File: config.mk
export PLATFORM = sky130hd
export DESIGN_NAME = alu_seq_ctrl
export DESIGN_NICKNAME = d
export VERILOG_FILES = /design/src/rtl/alu_seq_ctrl.sv
export SDC_FILE = /design/constraint.sdc
export NUM_CORES = 1
export LEC_CHECK = 0
export ABC_CLOCK_PERIOD_IN_PS = 1400
export CELL_PAD_IN_SITES_DETAIL_PLACEMENT = 0
export CELL_PAD_IN_SITES_GLOBAL_PLACEMENT = 1
export CORE_ASPECT_RATIO = 0.6
export CORE_UTILIZATION = 27
export DETAILED_ROUTE_END_ITERATION = 16
export PLACE_DENSITY_LB_ADDON = 0.1
export SLEW_MARGIN = 5
export SYNTH_ARGS = -nofsm -noshare
export SYNTH_HDL_FRONTEND = slang
export SYNTH_SLANG_ARGS = --single-unit
File: constraint.sdc
create_clock -name clk -period 1.4 [get_ports clk]
set_clock_uncertainty 0.1 [all_clocks]
set_input_delay 0.28 -clock clk [delete_from_list [all_inputs] [get_ports clk]]
set_output_delay 0.28 -clock clk [all_outputs]
set_load 0.02 [all_outputs]
File: src/rtl/alu_seq_ctrl.sv
// Sequencer in front of the combinational ALU: registers operands/op, owns the
// {C,Z,S,P} flag register, repeats shift/rotate passes and returns the result.
module alu_seq_ctrl #(
    parameter int WIDTH = 8,
    parameter int CNT_W = 3
) (
    input  logic             clk,
    input  logic             rst,
    input  logic             req_valid,
    output logic             req_ready,
    input  logic [3:0]       req_op,
    input  logic [WIDTH-1:0] req_a,
    input  logic [WIDTH-1:0] req_b,
    input  logic [CNT_W-1:0] req_cnt,
    input  logic             flag_clr,
    output logic [WIDTH-1:0] alu_a,
    output logic [WIDTH-1:0] alu_b,
    output logic [3:0]       alu_op,
    output logic             alu_cin,
    output logic             alu_zin,
    output logic             alu_sin,
    output logic             alu_pin,
    input  logic [WIDTH-1:0] alu_out,
    input  logic             alu_c,
    input  logic             alu_z,
    input  logic             alu_s,
    input  logic             alu_p,
    output logic             rsp_valid,
    input  logic             rsp_ready,
    output logic [WIDTH-1:0] rsp_data,
    output logic [3:0]       flags
);

    typedef enum logic [1:0] {IDLE, EXEC, RESP} state_t;

    state_t           state, stateNext;
    logic [CNT_W-1:0] passCnt;
    logic [3:0]       flagReg;

    always_ff @(posedge clk) begin
        if (rst) state <= IDLE;
        else     state <= stateNext;
    end

    always_comb begin
        stateNext = state;
        case (state)
            IDLE:    if (req_valid) stateNext = EXEC;
            EXEC:    if (passCnt == '0) stateNext = RESP;
            RESP:    if (rsp_ready) stateNext = IDLE;
            default: stateNext = IDLE;
        endcase
    end

    // Datapath registers; each pass feeds the ALU result back into operand A.
    always_ff @(posedge clk) begin
        if (rst) begin
            alu_a     <= '0;
            alu_b     <= '0;
            alu_op    <= '0;
            flagReg   <= '0;
            rsp_data  <= '0;
            rsp_valid <= 1'b0;
            passCnt   <= '0;
        end else begin
            case (state)
                IDLE: begin
                    if (flag_clr) flagReg <= '0;
                    if (req_valid) begin
                        alu_op  <= req_op;
                        alu_a   <= req_a;
                        alu_b   <= req_b;
                        passCnt <= req_op[3] ? req_cnt : '0;
                    end
                end
                EXEC: begin
                    flagReg <= {alu_c, alu_z, alu_s, alu_p};
                    if (passCnt != '0) begin
                        alu_a   <= alu_out;
                        passCnt <= passCnt - CNT_W'(1);
                    end else begin
                        rsp_data  <= alu_out;
                        rsp_valid <= 1'b1;
                    end
                end
                RESP: if (rsp_ready) rsp_valid <= 1'b0;
                default: ;
            endcase
        end
    end

    assign req_ready = (state == IDLE);
    assign {alu_cin, alu_zin, alu_sin, alu_pin} = flagReg;
    assign flags = flagReg;

endmodule

* Yosys cells after proc, flatten, opt, wreduce, memory -nomap -nowiden
Index checks and enable logic that the tools add are counted.
Storage, ports and cells: bits of input ports 40, latch bits 0, output and inout port bits 38, ROM bits 0, flip-flop bits (word level) 38, memories 0, bits in writable memories 0
Operators by class: bitwise operators 1, add/sub/neg operators 1, $mul 0, equality and inequality tests 8, shift operators 0, $lt $le $gt $ge 0, multiplexer cells 16, div/mod/pow operators 0, reduce and logical (&&, ||, !) cells 11
Operator list (number):
- $mux 8 | 2
- $pmux 8 s2 | 1
- $ne 2x2->1 const B | 5
- $mux 3 | 3
- $reduce_and 3->1 | 3
- $pmux 4 s2 | 1
- $mux 2 | 3
- $pmux 2 s3 | 1
- $pmux 3 s2 | 1
- $reduce_and 2->1 | 3
- $mux 4 | 1
- $reduce_bool 2->1 | 2
- $logic_not 3->1 | 1
- $reduce_bool 3->1 | 1
- $sub 3x1->3 const B | 1
- $eq 2x1->1 const B | 1
- $eq 2x2->1 const B | 1
- $logic_not 2->1 | 1
- $mux 1 | 2
- $ne 2x1->1 const B | 1
- $pmux 1 s2 | 1
- $not 1->1 | 1

* Logic depth before layout (Yosys ltp)
Gate-level depths: netlist of run 1.
depth in word-level cells 3, mapped depth 6, depth with buffers taken out 5

* Least setup slack after synthesis of run 1
OpenSTA, ideal clock, no wires.
path type register to register, start reg state[0], end reg alu_op[0], setup time 0.128 ns, setup slack 0.055 ns, cell stages (with the launch flop) 6, arrival time 1.117 ns, data required time 1.172 ns, buffers on the path 2, cells stage by stage dfxtp_1 > buf_6 > nor3b_4 > buf_6 > mux2i_1 > nor2_1
Between the ends: longest elaborated chain between the ends 2
RTL lines:
- from (decl) | line 36 | state_t state, stateNext;
- from (signal assigned) | line 42 | else state <= stateNext;
- $logic_not 2->1 | line 66 | case (state)
- $reduce_and 2->1 (no line)
- to (signal assigned) | line 70 | alu_op <= req_op;
- to (decl) | line 18 | output logic [3:0] alu_op,
Every way passes these cells. A chain may end at the register's enable or synchronous reset.

* Worst setup path after layout of run 1
start in req_valid, end reg passCnt[0]
Between the ends: longest elaborated chain between the ends 2
RTL lines:
- from (decl) | line 9 | input logic req_valid,
- $ne 2x2->1 (no line)
- $reduce_and 3->1 (no line)
- to (signal assigned) | line 73 | passCnt <= req_op[3] ? req_cnt : '0;
- to (signal assigned) | line 80 | passCnt <= passCnt - CNT_W'(1);
- to (decl) | line 37 | logic [CNT_W-1:0] passCnt;
Every way passes these cells.

==> results of run 1 <==
[layer usage]
| layer | up-vias | GRT usage |
|---|---|---|
| li1 | 804 | - |
| met1 | 733 | 0.2040 |
| met2 | 54 | 0.2100 |
| met3 | 2 | 0.04969 |
| met4 | 0 | 0.03750 |
| met5 | - | 0 |
[where the power goes]
part	total [mW]	switching, mW	leakage, nW	internal [mW]
Sequential	1.34	0.0972	0.314	1.24
Combinational	1.51	0.752	0.842	0.759
Clock	0.909	0.376	0.0524	0.533
[cell families (layout without fill, tap and decap cells)]
family / count (synthesis) / count (layout)
mux: 12 / 12
buf+inv: 21 / 113
fa+ha+maj: 2 / 2
flops: 38 / 38
simple gates: 68 / 68
compound gates: 39 / 39
[placed cells by master (no fill, tap or decap), drive strengths merged, types with 2 or more instances in the layout]
cell type      synthesis  layout
nand3b                 2       2
a21oi                 20      20
buf                   15      26
ha                     2       2
nand2                 35      35
inv                    3       3
nor2                  18      18
dlygate4sd2            0      31
nand2b                 2       2
a22oi                  4       4
clkbuf                 3       8
a311oi                 9       9
clkdlybuf4s15          0       5
dfxtp                 38      38
clkdlybuf4s50          0      39
mux2i                 12      12
[flip-flops by register name (all words and copies together), names as in the netlist]
name       count
rsp_valid      1
alu_op         4
passCnt        3
state          2
alu_b          8
alu_a          8
flags          4
rsp_data       8
[layout make-up]
type,count,area [um2]
tap,80,100.1
multi-input combinational,121,854.6
clock buffer,7,76.32
sequential,38,768.2
fill,576,3004
timing repair buffer,102,962.2
clock inverter,1,30.03
inverter,3,11.26
[final timing paths]
| path | start | endpoint | slack [ps] | cells past startpoint |
|---|---|---|---|---|
| worst min register to register | rsp_data[1] | rsp_data[1] | 360 | 2 |
| worst min-delay path | rsp_data[1] | rsp_data[1] | 360 | 2 |
| worst max register to register | state[0] | passCnt[0] | 10 | 4 |
| worst max-delay path | req_valid | passCnt[0] | -20 | 5 |
[metrics by stage]
stage                     hold slack, ps  instances  setup TNS, ps  utilization
after floorplan                    316.0        180              0            -
after global placement             346.5        342          -9522       0.4544
after detailed placement           353.1        342          -9713       0.4544
after CTS                          361.2        352         -38.03       0.4783
after global routing               372.8        352         -240.7       0.4827
final                              359.5        352         -23.76       0.4827
[tightest hold or removal path, delay by kind of cell, from the launching register on]
| kind | cells | cell delay [ps] |
|---|---|---|
| AND/OR/NAND/NOR | 1 | 50 |
| AO/OA/AOI/OAI | 1 | 60 |
| flip-flops | 1 | 310 |
[timing repair]
item / CTS / global route
hold buffers: 0 / 0
resized for setup: 57 / 15
cloned: 0 / 0
pin swaps: 1 / 1
setup buffers: 3 / 0
endpoints found under the setup margin: 75 / 30
==> results.py, run 1 <==
metrics = {
    "sta": {
        "min_period_ps": 1424,
        "fin_crit_sh": 1.017,
        "hold_viol": 0,
        "worst_slack_ps": -23.76,
        "final_max_slew_viol_count": 0,
        "worst_slew_pin_slew_ps": 310.9,
        "relSlewSlack": 0.7923,
        "setup_violations": 1,
        "grt_setup_unrepaired": "true",
        "max_freq_ghz": 0.7024,
    },
    "synth": {
        "synthTopCellsByCount": "dfxtp_1 (38), nand2_1 (35), a21oi_1 (20)",
        "syn_area_per_cell_um2": 9.405,
        "synth_cells": 180,
        "yosys.area_share.simple": 0.1988,
        "ys_types": 34,
        "synthFlopType": "dfxtp_1",
        "yosysMostFrequentCell": "dfxtp_1",
        "ys_top_cells_by_area": "dfxtp_1 (45%), a311oi_2 (8.0%), nand2_1 (7.8%), mux2i_1 (7.1%), a21oi_1 (5.9%)",
        "synth-seq-cells": 38,
        "synth_compound_area_frac": 0.1870,
        "synth.area.mux_share": 0.07095,
        "yosysSeqAreaShare": 0.4494,
        "syn_area_mm2": 0.001693,
        "syn_nets": 222,
        "yosysWarnings": 0,
        "async_flop_share": 0,
        "synth_xor_xnor_area_share": 0,
        "synth_edf_count": 0,
        "yosys.area_share.adder": 0.01478,
        "synth_top_area_cell": "dfxtp_1",
        "synth_top_family_by_area": "simple AND/OR/NAND/NOR gates",
        "yosysTopAreaCellShare": 0.4494,
    },
    "floorplan": {
        "die_h_um": 63.34,
        "std_cell_rows": 21,
        "start_util": 0.2915,
        "io_pins": 78,
        "coreArea_mm2": 0.005807,
        "dieWidth_um": 104.2,
        "dieArea_mm2": 0.006601,
    },
    "clock_network": {
        "cts_tree": "done",
        "cts_buffers": 5,
        "clkTransAtPathRegs_ps": 70,
        "clkLatencyLatePin_ps": 280,
        "cts_buffer_depth": 2,
        "root_buffer": "clkbuf_8",
        "clock_sinks": 38,
        "htree_levels": 2,
    },
    "power_and_ir_drop": {
        "p_leak_nw": 1.208,
        "vdd_drop_max_v": 0.0004847,
        "power.total_mw": 3.761,
        "power_density_mw_per_mm2": 1342,
    },
    "critical_path": {
        "worstSetupStartpointType": "input pin",
        "max_stage_delay_ps": 500,
        "crit_chain": "clkdlybuf4s50_1, o21ba_2, buf_8, a21oi_1, o31a_1",
        "cp_max_fo": 12,
        "path_buf_inv": 2,
        "path_class": "input pin to flip-flop",
        "cp_top_family": "buffers and inverters",
        "endpoint_kind": "flip-flop",
        "cp.required_ps": 1470,
        "critical_path_arrival_ps": 1490,
        "slowest_stage": "clkdlybuf4s50_1",
    },
    "routing": {
        "wl_met3_um": 335,
        "wl_per_cell_um": 13.58,
        "ant_nets": 0,
        "drtIter0Drc": 53,
        "wirelength_mm": 4.781,
        "routed_via_density": 4.526,
        "vias": 1593,
        "remaining_drc_errors": 0,
        "first_pass_iters": 4,
        "wl_met2_mm": 1.915,
        "wl_met1_mm": 2.510,
        "top_layer": "met4",
    },
    "layout": {
        "syn_to_final_growth_pct": 65.56,
        "final_area_mm2": 0.002803,
        "layout.nets": 313,
        "num_antenna_cells": 0,
        "drive_above_1_share": 0.2206,
    },
    "min_path": {
        "min_path_type": "flip-flop to flip-flop",
    },
    "grt": {
        "grtUsageTotal": 0.1453,
        "antenna_found_initial": 0,
        "grt_pass1_wl_mm": 7.493,
        "grt_max_degree": 23,
        "grt-ovfl-total": 0,
        "first_global_vias": 1499,
    },
    "outcome": {
        "outcome": "finished, violations left",
        "violations": "setup timing",
    },
    "placed_design": {
        "portBuffers": 77,
        "place.gp.congestion": 0.7671,
        "post_dp_cell_area_mm2": 0.002639,
        "dpl_worst_slack_ps": -522.3,
        "dpl.hpwl_mm": 3.500,
    },
    "job": {
        "max-cap-violations": 0,
    },
}
Note: power is estimated with default switching activity, not from simulation.
==> inputs of run 2 (changes only) <==
--- a/config.mk
+++ b/config.mk
@@ -11,7 +11,9 @@
 export CORE_ASPECT_RATIO = 0.6
 export CORE_UTILIZATION = 27
 export DETAILED_ROUTE_END_ITERATION = 16
+export GPL_ROUTABILITY_DRIVEN = 1
 export PLACE_DENSITY_LB_ADDON = 0.1
+export SKIP_LAST_GASP = 1
 export SLEW_MARGIN = 5
 export SYNTH_ARGS = -nofsm -noshare
 export SYNTH_HDL_FRONTEND = slang
==> run 2 against run 1 <==
Net effect: the flow still finishes with violations (setup timing); final cell count unchanged; fmax is 1.4% higher; clock-buffer cell count stayed put; wire length decreased by 0.44%; clock power up 1%.
==> results.py, run 2 (synthesis results as in run 1) <==
metrics = {
    "power_and_ir_drop": {
        "power_density_mw_per_mm2": 1345,
        "vdd_drop_max_v": 0.0004852,
        "p_leak_nw": 1.207,
    },
    "placed_design": {
        "dpl.hpwl_mm": 3.500,
        "dpl_worst_slack_ps": -522.3,
        "portBuffers": 77,
        "place.gp.congestion": 0.7671,
        "place_inst": 342,
    },
    "clock_network": {
        "cts_buffer_depth": 2,
        "htree_levels": 2,
        "clock_sinks": 38,
        "clkLatencyLatePin_ps": 280,
        "clkTransAtPathRegs_ps": 80,
        "root_buffer": "clkbuf_8",
        "cts_buffers": 5,
        "cts_tree": "done",
        "cts-hold-fix-buffers": 0,
    },
    "sta": {
        "max_freq_ghz": 0.7124,
        "grt_setup_unrepaired": "true",
        "min_period_ps": 1404,
        "worst_slack_ps": -3.803,
        "final_max_slew_viol_count": 0,
        "relSlewSlack": 0.7923,
        "holdWs_ps": 358.1,
        "worst_slew_pin_slew_ps": 310.9,
        "hold_viol": 0,
        "fin_crit_sh": 1.003,
        "setup_violations": 1,
    },
    "min_path": {
        "min_path_type": "flip-flop to flip-flop",
    },
    "layout": {
        "final_cell_mix": "clkdlybuf4s50_1 (39), nand2_1 (35), dfxtp_1 (35)",
        "syn_to_final_growth_pct": 64.60,
        "fin_util": 0.4799,
        "nFillCells": 578,
        "layout.nets": 313,
        "final_common_cell": "clkdlybuf4s50_1",
        "num_antenna_cells": 0,
        "finalNonFillerCells": 352,
        "drive_above_1_share": 0.2096,
        "top_regs": "alu_a (8), alu_b (8), rsp_data (8)",
    },
    "routing": {
        "wl_per_cell_um": 13.52,
        "drtIter0Drc": 49,
        "routed_via_density": 4.446,
        "first_pass_iters": 4,
        "wirelength_mm": 4.760,
        "remaining_drc_errors": 0,
        "ant_nets": 0,
        "vias": 1565,
    },
    "floorplan": {
        "die_h_um": 63.34,
        "start_util": 0.2915,
        "io_pins": 78,
        "std_cell_rows": 21,
        "dieWidth_um": 104.2,
        "dieArea_mm2": 0.006601,
        "coreArea_mm2": 0.005807,
    },
    "job": {
        "max-cap-violations": 0,
    },
    "critical_path": {
        "critical_path_arrival_ps": 1480,
        "cp.required_ps": 1480,
        "cp_max_fo": 12,
        "worstSetupStartpointType": "input pin",
        "endpoint_kind": "flip-flop",
        "path_class": "input pin to flip-flop",
    },
    "outcome": {
        "outcome": "finished, violations left",
        "violations": "setup timing",
    },
    "grt": {
        "antenna_found_initial": 0,
        "grt_pass1_wl_mm": 7.521,
        "grtUsageTotal": 0.1458,
        "grt_max_degree": 23,
        "grt-ovfl-total": 0,
        "first_global_vias": 1496,
    },
}
## run 2: cell types whose count changed in the layout (fill, tap and decap cells not counted), sizes merged
cell    change
buf         -1
clkbuf      +1
## run 2: metal layers
metal  GRT usage  vias up  wire length, um
li1            -      801                -
met1      0.2053      718             2564
met2      0.2100       44             1878
met3     0.04969        2              297
met4     0.03750        0               19
met5           0        -                0
## run 2: power by group
part           switching [mW]  internal [mW]
combinational           0.744          0.747
sequential             0.0962           1.24
clock                   0.384          0.533
## run 2: layout make-up
| class | instances | area, um2 | area share |
|---|---|---|---|
| timing repair buffer | 102 | 958.4 | 0.3440 |
| multi-input combinational | 121 | 843.3 | 0.3026 |
| clock inverter | 1 | 30.03 | 0.01078 |
| tap | 80 | 100.1 | 0.03592 |
| clock buffer | 7 | 76.32 | 0.02739 |
| sequential | 38 | 767.0 | 0.2753 |
| inverter | 3 | 11.26 | 0.004041 |
## run 2: path summary, 6_finish.rpt
check / from / to / slack [ps] / cells after the start
hold reg to reg: rsp_data[1] / rsp_data[1] / 360 / 2
setup reg to reg: state[0] / alu_b[6] / 20 / 5
hold / removal: rsp_data[1] / rsp_data[1] / 360 / 2
setup / recovery: req_valid / passCnt[0] / -4 / 5
## run 2: through the flow
| stage | power, mW | area (um2) | TNS, ps |
|---|---|---|---|
| after floorplan | 2.191 | 1693 | 0 |
| after CTS | 3.749 | 2769 | -444.0 |
| after global placement | 2.835 | 2639 | -9522 |
| after detailed placement | 2.836 | 2639 | -9713 |
| after global routing | 3.951 | 2786 | -448.9 |
| final | 3.747 | 2786 | -3.803 |
## run 2: repair_timing
action                                  CTS  global route
endpoints found under the setup margin   75            31
pin swaps                                 1             1
cloned                                    0             0
gates resized for setup                  53            14
buffers inserted                          3             0
## run 2: worst max-delay path, stage by stage
cell,delay [ps]
clkdlybuf4s50_1,500
o21ba_2,180
buf_8,150
a21oi_1,80
o31a_1,290
